--- src/rtl/wb_wr_arb_pkg.sv ---
// Shared types and helpers for the register-file write-port arbiter.
// The WAW kill option is controlled by the WB_WR_ARB_WAW_KILL_EN macro.
package wb_wr_arb_pkg;

  localparam logic [4:0] REG_ZERO = 5'd0;

  // One buffered MDU result; live drops when a younger WB write supersedes it
  typedef struct packed {
    logic        live;
    logic [4:0]  rd;
    logic [31:0] data;
  } entry_t;

  // Which source owns the register-file write port in the current cycle
  typedef enum logic [1:0] {
    SRC_NONE = 2'd0,
    SRC_WB   = 2'd1,
    SRC_BUF  = 2'd2,
    SRC_BYP  = 2'd3
  } wr_src_t;

  function automatic int cnt_width(input int depth);
    return $clog2(depth) + 1;
  endfunction

endpackage

--- src/rtl/wb_wr_arb_if.sv ---
// Bus bundle between the pipeline/MDU side (master) and the write-port arbiter (slave).
// Handshake: an MDU result transfers on a cycle where mdu_vld_i and mdu_rdy_o are both high.
interface wb_wr_arb_if
  import wb_wr_arb_pkg::*;
#(
  parameter int DEPTH = 2
);

  localparam int CW = cnt_width(DEPTH);

  logic          wb_valid_i;
  logic          wb_reg_wr_i;
  logic          wb_mem_to_reg_i;
  logic [4:0]    wb_rd_i;
  logic [31:0]   wb_res_alu_i;
  logic [31:0]   wb_read_data_i;
  logic          mdu_vld_i;
  logic [4:0]    mdu_rd_i;
  logic [31:0]   mdu_data_i;
  logic          mdu_rdy_o;
  logic          rf_wr_en_o;
  logic [4:0]    rf_wr_addr_o;
  logic [31:0]   rf_wr_data_o;
  logic          stall_o;
  logic [CW-1:0] pend_cnt_o;

  modport master (
    output wb_valid_i, wb_reg_wr_i, wb_mem_to_reg_i, wb_rd_i, wb_res_alu_i,
           wb_read_data_i, mdu_vld_i, mdu_rd_i, mdu_data_i,
    input  mdu_rdy_o, rf_wr_en_o, rf_wr_addr_o, rf_wr_data_o, stall_o, pend_cnt_o
  );

  modport slave (
    input  wb_valid_i, wb_reg_wr_i, wb_mem_to_reg_i, wb_rd_i, wb_res_alu_i,
           wb_read_data_i, mdu_vld_i, mdu_rd_i, mdu_data_i,
    output mdu_rdy_o, rf_wr_en_o, rf_wr_addr_o, rf_wr_data_o, stall_o, pend_cnt_o
  );

endinterface

--- src/rtl/wb_wr_arb_fifo.sv ---
// Circular buffer of MDU results with head peek and occupancy count.
// Under WB_WR_ARB_WAW_KILL_EN a kill port marks every entry with a matching rd dead.
module wb_wr_arb_fifo
  import wb_wr_arb_pkg::*;
#(
  parameter int DEPTH = 2
) (
  input  logic                          clk,
  input  logic                          reset,
  input  logic                          push,
  input  entry_t                        push_entry,
  input  logic                          pop,
`ifdef WB_WR_ARB_WAW_KILL_EN
  input  logic                          kill,
  input  logic [4:0]                    kill_rd,
`endif
  output entry_t                        head,
  output logic [cnt_width(DEPTH)-1:0]   count
);

  localparam int AW = $clog2(DEPTH);

  entry_t        mem [DEPTH];
  logic [AW-1:0] rd_ptr;
  logic [AW-1:0] wr_ptr;

  assign head = mem[rd_ptr];

  always_ff @(posedge clk) begin
    if (!reset) begin
      rd_ptr <= '0;
      wr_ptr <= '0;
      count  <= '0;
    end else begin
      if (push) wr_ptr <= wr_ptr + 1'b1;
      if (pop)  rd_ptr <= rd_ptr + 1'b1;
      case ({push, pop})
        2'b10:   count <= count + 1'b1;
        2'b01:   count <= count - 1'b1;
        default: count <= count;
      endcase
    end
  end

  // Storage needs no reset: the count alone decides which slots are visible
  always_ff @(posedge clk) begin
`ifdef WB_WR_ARB_WAW_KILL_EN
    if (kill) begin
      for (int i = 0; i < DEPTH; i++) begin
        if (mem[i].rd == kill_rd) mem[i].live <= 1'b0;
      end
    end
`endif
    if (push) mem[wr_ptr] <= push_entry;
  end

endmodule

--- src/rtl/wb_wr_arb.sv ---
// Register-file write-port arbiter: WB has priority, MDU results buffer and drain on idle cycles.
// Optional WAW kill of stale buffered results is enabled by WB_WR_ARB_WAW_KILL_EN.
module wb_wr_arb
  import wb_wr_arb_pkg::*;
#(
  parameter int DEPTH      = 2,
  parameter int STARVE_MAX = 4
) (
  input  logic       clk,
  input  logic       reset,
  wb_wr_arb_if.slave bus
);

  localparam int            CW         = cnt_width(DEPTH);
  localparam logic [3:0]    STARVE_LIM = 4'(STARVE_MAX);
  localparam logic [CW-1:0] FULL_CNT   = CW'(DEPTH);

  entry_t        head;
  entry_t        push_entry;
  logic [CW-1:0] count;
  logic [3:0]    starve_cnt;
  wr_src_t       wr_src;

  logic        empty;
  logic        full;
  logic        wb_win;
  logic        head_wr;
  logic        head_junk;
  logic        mdu_rdy;
  logic        mdu_acc;
  logic        same_rd;
  logic        bypass;
  logic        push;
  logic        pop;
  logic [31:0] wb_data;

  logic        rf_en;
  logic [4:0]  rf_addr;
  logic [31:0] rf_data;

  assign empty     = (count == '0);
  assign full      = (count == FULL_CNT);
  assign wb_win    = bus.wb_valid_i & bus.wb_reg_wr_i & (bus.wb_rd_i != REG_ZERO);
  assign wb_data   = bus.wb_mem_to_reg_i ? bus.wb_read_data_i : bus.wb_res_alu_i;
  assign head_wr   = !empty & head.live & (head.rd != REG_ZERO);
  assign head_junk = !empty & !(head.live & (head.rd != REG_ZERO));
  assign mdu_rdy   = reset & !full;
  assign mdu_acc   = bus.mdu_vld_i & mdu_rdy;

`ifdef WB_WR_ARB_WAW_KILL_EN
  // A result for the register WB is writing right now is already stale
  assign same_rd = wb_win & (bus.mdu_rd_i == bus.wb_rd_i);
`else
  assign same_rd = 1'b0;
`endif

  always_comb begin
    wr_src = SRC_NONE;
    if (wb_win)                wr_src = SRC_WB;
    else if (head_wr)          wr_src = SRC_BUF;
    else if (empty && mdu_acc) wr_src = SRC_BYP;
  end

  assign bypass     = (wr_src == SRC_BYP);
  assign push       = mdu_acc & !bypass & !same_rd;
  assign pop        = (wr_src == SRC_BUF) | head_junk;
  assign push_entry = '{live: 1'b1, rd: bus.mdu_rd_i, data: bus.mdu_data_i};

  wb_wr_arb_fifo #(
    .DEPTH (DEPTH)
  ) u_fifo (
    .clk        (clk),
    .reset      (reset),
    .push       (push),
    .push_entry (push_entry),
    .pop        (pop),
`ifdef WB_WR_ARB_WAW_KILL_EN
    .kill       (wb_win),
    .kill_rd    (bus.wb_rd_i),
`endif
    .head       (head),
    .count      (count)
  );

  // Counts lost arbitrations of a writable head; saturates so stall holds until it drains
  always_ff @(posedge clk) begin
    if (!reset) begin
      starve_cnt <= '0;
    end else if (empty || (wr_src == SRC_BUF)) begin
      starve_cnt <= '0;
    end else if (head_wr && wb_win && (starve_cnt != STARVE_LIM)) begin
      starve_cnt <= starve_cnt + 4'd1;
    end
  end

  always_comb begin
    rf_en   = 1'b0;
    rf_addr = '0;
    rf_data = '0;
    if (reset) begin
      unique case (wr_src)
        SRC_WB: begin
          rf_en   = 1'b1;
          rf_addr = bus.wb_rd_i;
          rf_data = wb_data;
        end
        SRC_BUF: begin
          rf_en   = 1'b1;
          rf_addr = head.rd;
          rf_data = head.data;
        end
        SRC_BYP: begin
          // An r0 result is consumed without touching the port
          if (bus.mdu_rd_i != REG_ZERO) begin
            rf_en   = 1'b1;
            rf_addr = bus.mdu_rd_i;
            rf_data = bus.mdu_data_i;
          end
        end
        default: begin
          rf_en = 1'b0;
        end
      endcase
    end
  end

  assign bus.rf_wr_en_o   = rf_en;
  assign bus.rf_wr_addr_o = rf_addr;
  assign bus.rf_wr_data_o = rf_data;
  assign bus.mdu_rdy_o    = mdu_rdy;
  assign bus.stall_o      = reset & (starve_cnt == STARVE_LIM);
  assign bus.pend_cnt_o   = reset ? count : '0;

endmodule

--- src/flat_wrapper.sv ---
// flat-port wrapper written by rule: the top's interface ports become plain ports
module wb_wr_arb_flat import wb_wr_arb_pkg::*;
#(
  parameter int DEPTH      = 2,
  parameter int STARVE_MAX = 4
)
  (clk, reset, bus_wb_valid_i, bus_wb_reg_wr_i, bus_wb_mem_to_reg_i, bus_wb_rd_i, bus_wb_res_alu_i, bus_wb_read_data_i, bus_mdu_vld_i, bus_mdu_rd_i, bus_mdu_data_i, bus_mdu_rdy_o, bus_rf_wr_en_o, bus_rf_wr_addr_o, bus_rf_wr_data_o, bus_stall_o, bus_pend_cnt_o);
  wb_wr_arb_if #(.DEPTH(DEPTH)) bus_i ();
  input  logic clk;
  input  logic reset;
  input wire logic [$bits(bus_i.wb_valid_i)-1:0] bus_wb_valid_i;
  input wire logic [$bits(bus_i.wb_reg_wr_i)-1:0] bus_wb_reg_wr_i;
  input wire logic [$bits(bus_i.wb_mem_to_reg_i)-1:0] bus_wb_mem_to_reg_i;
  input wire logic [$bits(bus_i.wb_rd_i)-1:0] bus_wb_rd_i;
  input wire logic [$bits(bus_i.wb_res_alu_i)-1:0] bus_wb_res_alu_i;
  input wire logic [$bits(bus_i.wb_read_data_i)-1:0] bus_wb_read_data_i;
  input wire logic [$bits(bus_i.mdu_vld_i)-1:0] bus_mdu_vld_i;
  input wire logic [$bits(bus_i.mdu_rd_i)-1:0] bus_mdu_rd_i;
  input wire logic [$bits(bus_i.mdu_data_i)-1:0] bus_mdu_data_i;
  output wire logic [$bits(bus_i.mdu_rdy_o)-1:0] bus_mdu_rdy_o;
  output wire logic [$bits(bus_i.rf_wr_en_o)-1:0] bus_rf_wr_en_o;
  output wire logic [$bits(bus_i.rf_wr_addr_o)-1:0] bus_rf_wr_addr_o;
  output wire logic [$bits(bus_i.rf_wr_data_o)-1:0] bus_rf_wr_data_o;
  output wire logic [$bits(bus_i.stall_o)-1:0] bus_stall_o;
  output wire logic [$bits(bus_i.pend_cnt_o)-1:0] bus_pend_cnt_o;
  assign bus_i.wb_valid_i = bus_wb_valid_i;
  assign bus_i.wb_reg_wr_i = bus_wb_reg_wr_i;
  assign bus_i.wb_mem_to_reg_i = bus_wb_mem_to_reg_i;
  assign bus_i.wb_rd_i = bus_wb_rd_i;
  assign bus_i.wb_res_alu_i = bus_wb_res_alu_i;
  assign bus_i.wb_read_data_i = bus_wb_read_data_i;
  assign bus_i.mdu_vld_i = bus_mdu_vld_i;
  assign bus_i.mdu_rd_i = bus_mdu_rd_i;
  assign bus_i.mdu_data_i = bus_mdu_data_i;
  assign bus_mdu_rdy_o = bus_i.mdu_rdy_o;
  assign bus_rf_wr_en_o = bus_i.rf_wr_en_o;
  assign bus_rf_wr_addr_o = bus_i.rf_wr_addr_o;
  assign bus_rf_wr_data_o = bus_i.rf_wr_data_o;
  assign bus_stall_o = bus_i.stall_o;
  assign bus_pend_cnt_o = bus_i.pend_cnt_o;
  wb_wr_arb #(.DEPTH(DEPTH), .STARVE_MAX(STARVE_MAX)) u_core (.clk(clk), .reset(reset), .bus(bus_i));
endmodule
--- config.mk ---
export PLATFORM = sky130hd
export DESIGN_NAME = wb_wr_arb_flat
export DESIGN_NICKNAME = d
export VERILOG_FILES = /design/src/rtl/wb_wr_arb_pkg.sv /design/src/rtl/wb_wr_arb_if.sv /design/src/rtl/wb_wr_arb_fifo.sv /design/src/rtl/wb_wr_arb.sv /design/src/flat_wrapper.sv
export SDC_FILE = /design/constraint.sdc
export NUM_CORES = 1
export LEC_CHECK = 0
export ABC_CLOCK_PERIOD_IN_PS = 3900
export BUFFER_PORTS_ARGS = -buffer_cell sky130_fd_sc_hd__buf_2
export CORE_ASPECT_RATIO = 1.75
export CORE_MARGIN = 8
export CORE_UTILIZATION = 47
export CTS_CLUSTER_SIZE = 25
export DETAILED_ROUTE_END_ITERATION = 10
export GPL_ROUTABILITY_DRIVEN = 0
export PLACE_DENSITY_LB_ADDON = 0.15
export SLEW_MARGIN = 5
export SYNTH_ARGS = -nofsm -noshare
export SYNTH_HDL_FRONTEND = slang
export SYNTH_SLANG_ARGS = --single-unit
--- constraint.sdc ---
create_clock -name clk -period 3.9 [get_ports clk]
set_clock_uncertainty 0.1 [all_clocks]
set_input_delay 0.39 -clock clk [delete_from_list [all_inputs] [get_ports clk]]
set_output_delay 0.39 -clock clk [all_outputs]
set_load 0.02 [all_outputs]
==> metrics.md <==
| Metric | Value |
|---|---|
| Syn avg cell area | ~11 um^2 |
| Fin crit period | 3.38 ns |
| Startpoint types | register |
| CP max-delay cell | dfxtp_2 |
| Final Net Count | 665 |
| Seq/Total Area, Yosys | 0.502 |
| Share of cells above drive strength 1 | 0.456 |
| Post-CTS sizing | 0 |
| Synth Flop Type | edfxtp_1 |
| GR peak layer | met2 |
| Synth top area cells | edfxtp_1, mux2_2, nand3_1 |
| Vias in the first global route | 4264 |
| Row count | between 40 and 50 |
| CTS tree | built |
| Hold slack | approximately 0.16 ns |
| Unrepaired setup endpoints after global routing | no |
| Clock Latency Late Sink | 0.33 ns |
| Hold Fails Final Rpt | 0 |
| Met1 Use GR | 0.186 |
| VDD IR max | 0.347 mV |
| Ratio of final minimum period to clock period | 0.866 |
| Drt pass-1 iters | 4 |
| CP peak stage delay | 0.67 ns |
| Yosys top cell area share | 0.465 |
| CP endpoint kind | output pin |
| Grt total ovfl | 0 |
| Hold buffers post-CTS | 0 |
| # fillers | 893 |
| P_leak | 0.00223 uW |
| Min-delay worst type | in -> reg |
| Fraction of registers with async set/reset | 0 |
| Syn nets | 532 |
| Core Region | 10100 um^2 |
| Cell Pwr Density | about 550 nW/um^2 |
| Initial antenna violation count | 0 |
| Clock root cell | clkbuf_16 |
| Max-slew violation count | 0 |
| Total GRT Usage | 0.196 |
| Cell taking the most area after synthesis | edfxtp_1 |
| Routed Wire Length | 13700 um |
| Setup TNS | 0 ns |
| H-Tree Depth | 3 |
| Adder-cell share of the synthesized area | 0.00785 |
| Largest family of logic cells by synthesized area | multiplexers |
| Via Count | 3958 |
| Post-synthesis simple-gate area fraction | 0.150 |
| Num ports | 154 |
| Die height | 149 um |
| Post-Synth XOR/XNOR Area | 0.00366 |
| Met2 usage | 0.379 |
| Final setup fails | 0 |
| Global-route wire length before repair | ~21000 um |
| Worst EP required | 3.41 ns |
| Worst path top cell family by delay | compound AO/OA/AOI/OAI gates |
| Fmax | roughly 0.30 GHz |
| Netlist cell types | a little over 50 |
| Post-synth EDFFs | between 70 and 80 |
| Number of synthesized register bits | just over 80 |
| Vias/cell | 5.80 |
| Die area | 13800 um^2 |
| Drt drc | 0 |
| Max cap viols | 0 |
| Total CTS buffers | 9 |
| Status | finished, final reports clean |
| First DRT Iteration DRCs | around 290 |
| Critical path arrival | 2.89 ns |
| Mux share of post-synthesis cell area | 0.165 |
| Die width | between 90 and 100 um |
| Mapped Area | 4780 um^2 |
| Clk sink count | 83 |
| Crit-path max FO | 23 |
| CTS clk-pin slew, worst paths | 0.07 ns |
| Max transition margin | 0.272 |
| Compound-Gate Fraction of Synth Area | 0.121 |
| Area Overhead vs Synth | 23.1% |
| Cells after Synth | 417 |
| Final HPWL DP | 9980 um |
| I/O Buffers | 153 |
| Post-CTS setup buffer count | 0 |
| CP bufs+invs | 2 |
| Count leader, synth | edfxtp_1 |
| ANT nets after route | 0 |
| Synthesis Warnings | 0 |
| CTS Buffer Depth | 2 |
| Critical path class | reg -> out |
| N_diodes | 0 |
| WL/cell | about 20 um |
| Largest net degree at the start of global routing | 69 |
| Slew @ Worst Pin | 1.09 ns |
| Cell Chain, Critical Path | nor4b_1, o22ai_2, a21boi_4, buf_4, a311oi_1, buf_2 |
| Global Route met3 Usage | 0.0472 |
| Post-synth top cells | edfxtp_1, nand3_1, mux2_2, nand2_1, a311oi_1 |
| Starting density of the core | 0.473 |
layout make-up:
| cell class | count | area (um^2) | share of cell area |
|---|---|---|---|
| clock buffer | 9 | 225 | 0.0383 |
| sequential | 83 | 2400 | 0.408 |
| multi-input combinational | 291 | 2170 | 0.369 |
| clock inverter | 7 | 92.6 | 0.0157 |
| tap | 127 | 159 | 0.0270 |
| inverter | 5 | 18.8 | 0.00319 |
| timing repair buffer | 160 | 818 | 0.139 |
registers in the layout, summed over array words and instances (netlist names), named ones only:
signal,cells
u_core.u_fifo.rd_ptr,1
u_core.u_fifo.wr_ptr,1
u_core.starve_cnt,4
u_core.u_fifo.mem,74
u_core.u_fifo.count,2
worst paths after layout:
path	cells past startpoint	startpoint	slack (ns)	to
min	1	bus_mdu_data_i[27]	0.16	u_core.u_fifo.mem[0][27]$_DFFE_PP_
max reg2reg	4	u_core.u_fifo.count[0]$_SDFFE_PN0P_	1.04	u_core.u_fifo.mem[0][6]$_DFFE_PP_
max	6	register	0.52	bus_rf_wr_data_o[9]
min reg2reg	2	u_core.u_fifo.rd_ptr$_SDFFE_PN0P_	0.38	u_core.u_fifo.rd_ptr$_SDFFE_PN0P_
layer usage:
metal / up-vias / part of all wire
met4: 0 / 0.027
met3: 28 / 0.056
met5: - / 0
met1: 1903 / 0.35
met2: 142 / 0.57
li1: 1885 / -
layout by cell type (no fill, tap or decap), types with 2 or more instances in the layout:
cell / n
a211oi_1: 6
a21oi_1: 3
a21oi_4: 2
a311oi_1: 32
and2_1: 3
buf_2: 153
buf_4: 7
bufinv_16: 2
clkbuf_16: 9
clkinv_2: 3
clkinv_4: 2
dfxtp_1: 8
edfxtp_1: 74
ha_1: 3
inv_1: 4
mux2_2: 64
mux2i_1: 7
nand2_1: 50
nand3_1: 66
nand4_1: 3
nor2_1: 7
nor2_4: 2
nor3_1: 4
nor3b_1: 2
o2111ai_1: 2
o211a_1: 2
o211ai_1: 7
o21ai_0: 2
o22ai_1: 2
per-stage QoR:
stage	utilization	total power, uW	cell area (um^2)	setup slack [ns]	instances
floorplan	-	2020	4780	0.538	417
global route	0.582	3390	5890	0.312	682
CTS	0.582	3250	5890	0.532	682
global placement	0.551	2350	5570	1.00	666
detailed placement	0.551	2360	5570	0.966	666
finish	0.582	3230	5890	0.523	682
power by group:
group | internal [uW] | switching, uW
sequential | 1070 | 76.1
clock | 559 | 334
combinational | 485 | 710
cells by family (layout without fill, tap and decap cells):
group                      count (synthesis)  after routing
AOI/OAI and AO/OA                         67             67
xor gates and xnor gates                   2              2
adders and majority gates                  3              3
buffers and inverters                     43            181
DFF                                       83             83
muxes                                     71             71
and+or+nand+nor                          148            148
No activity file was read; power rests on OpenSTA's default activity.
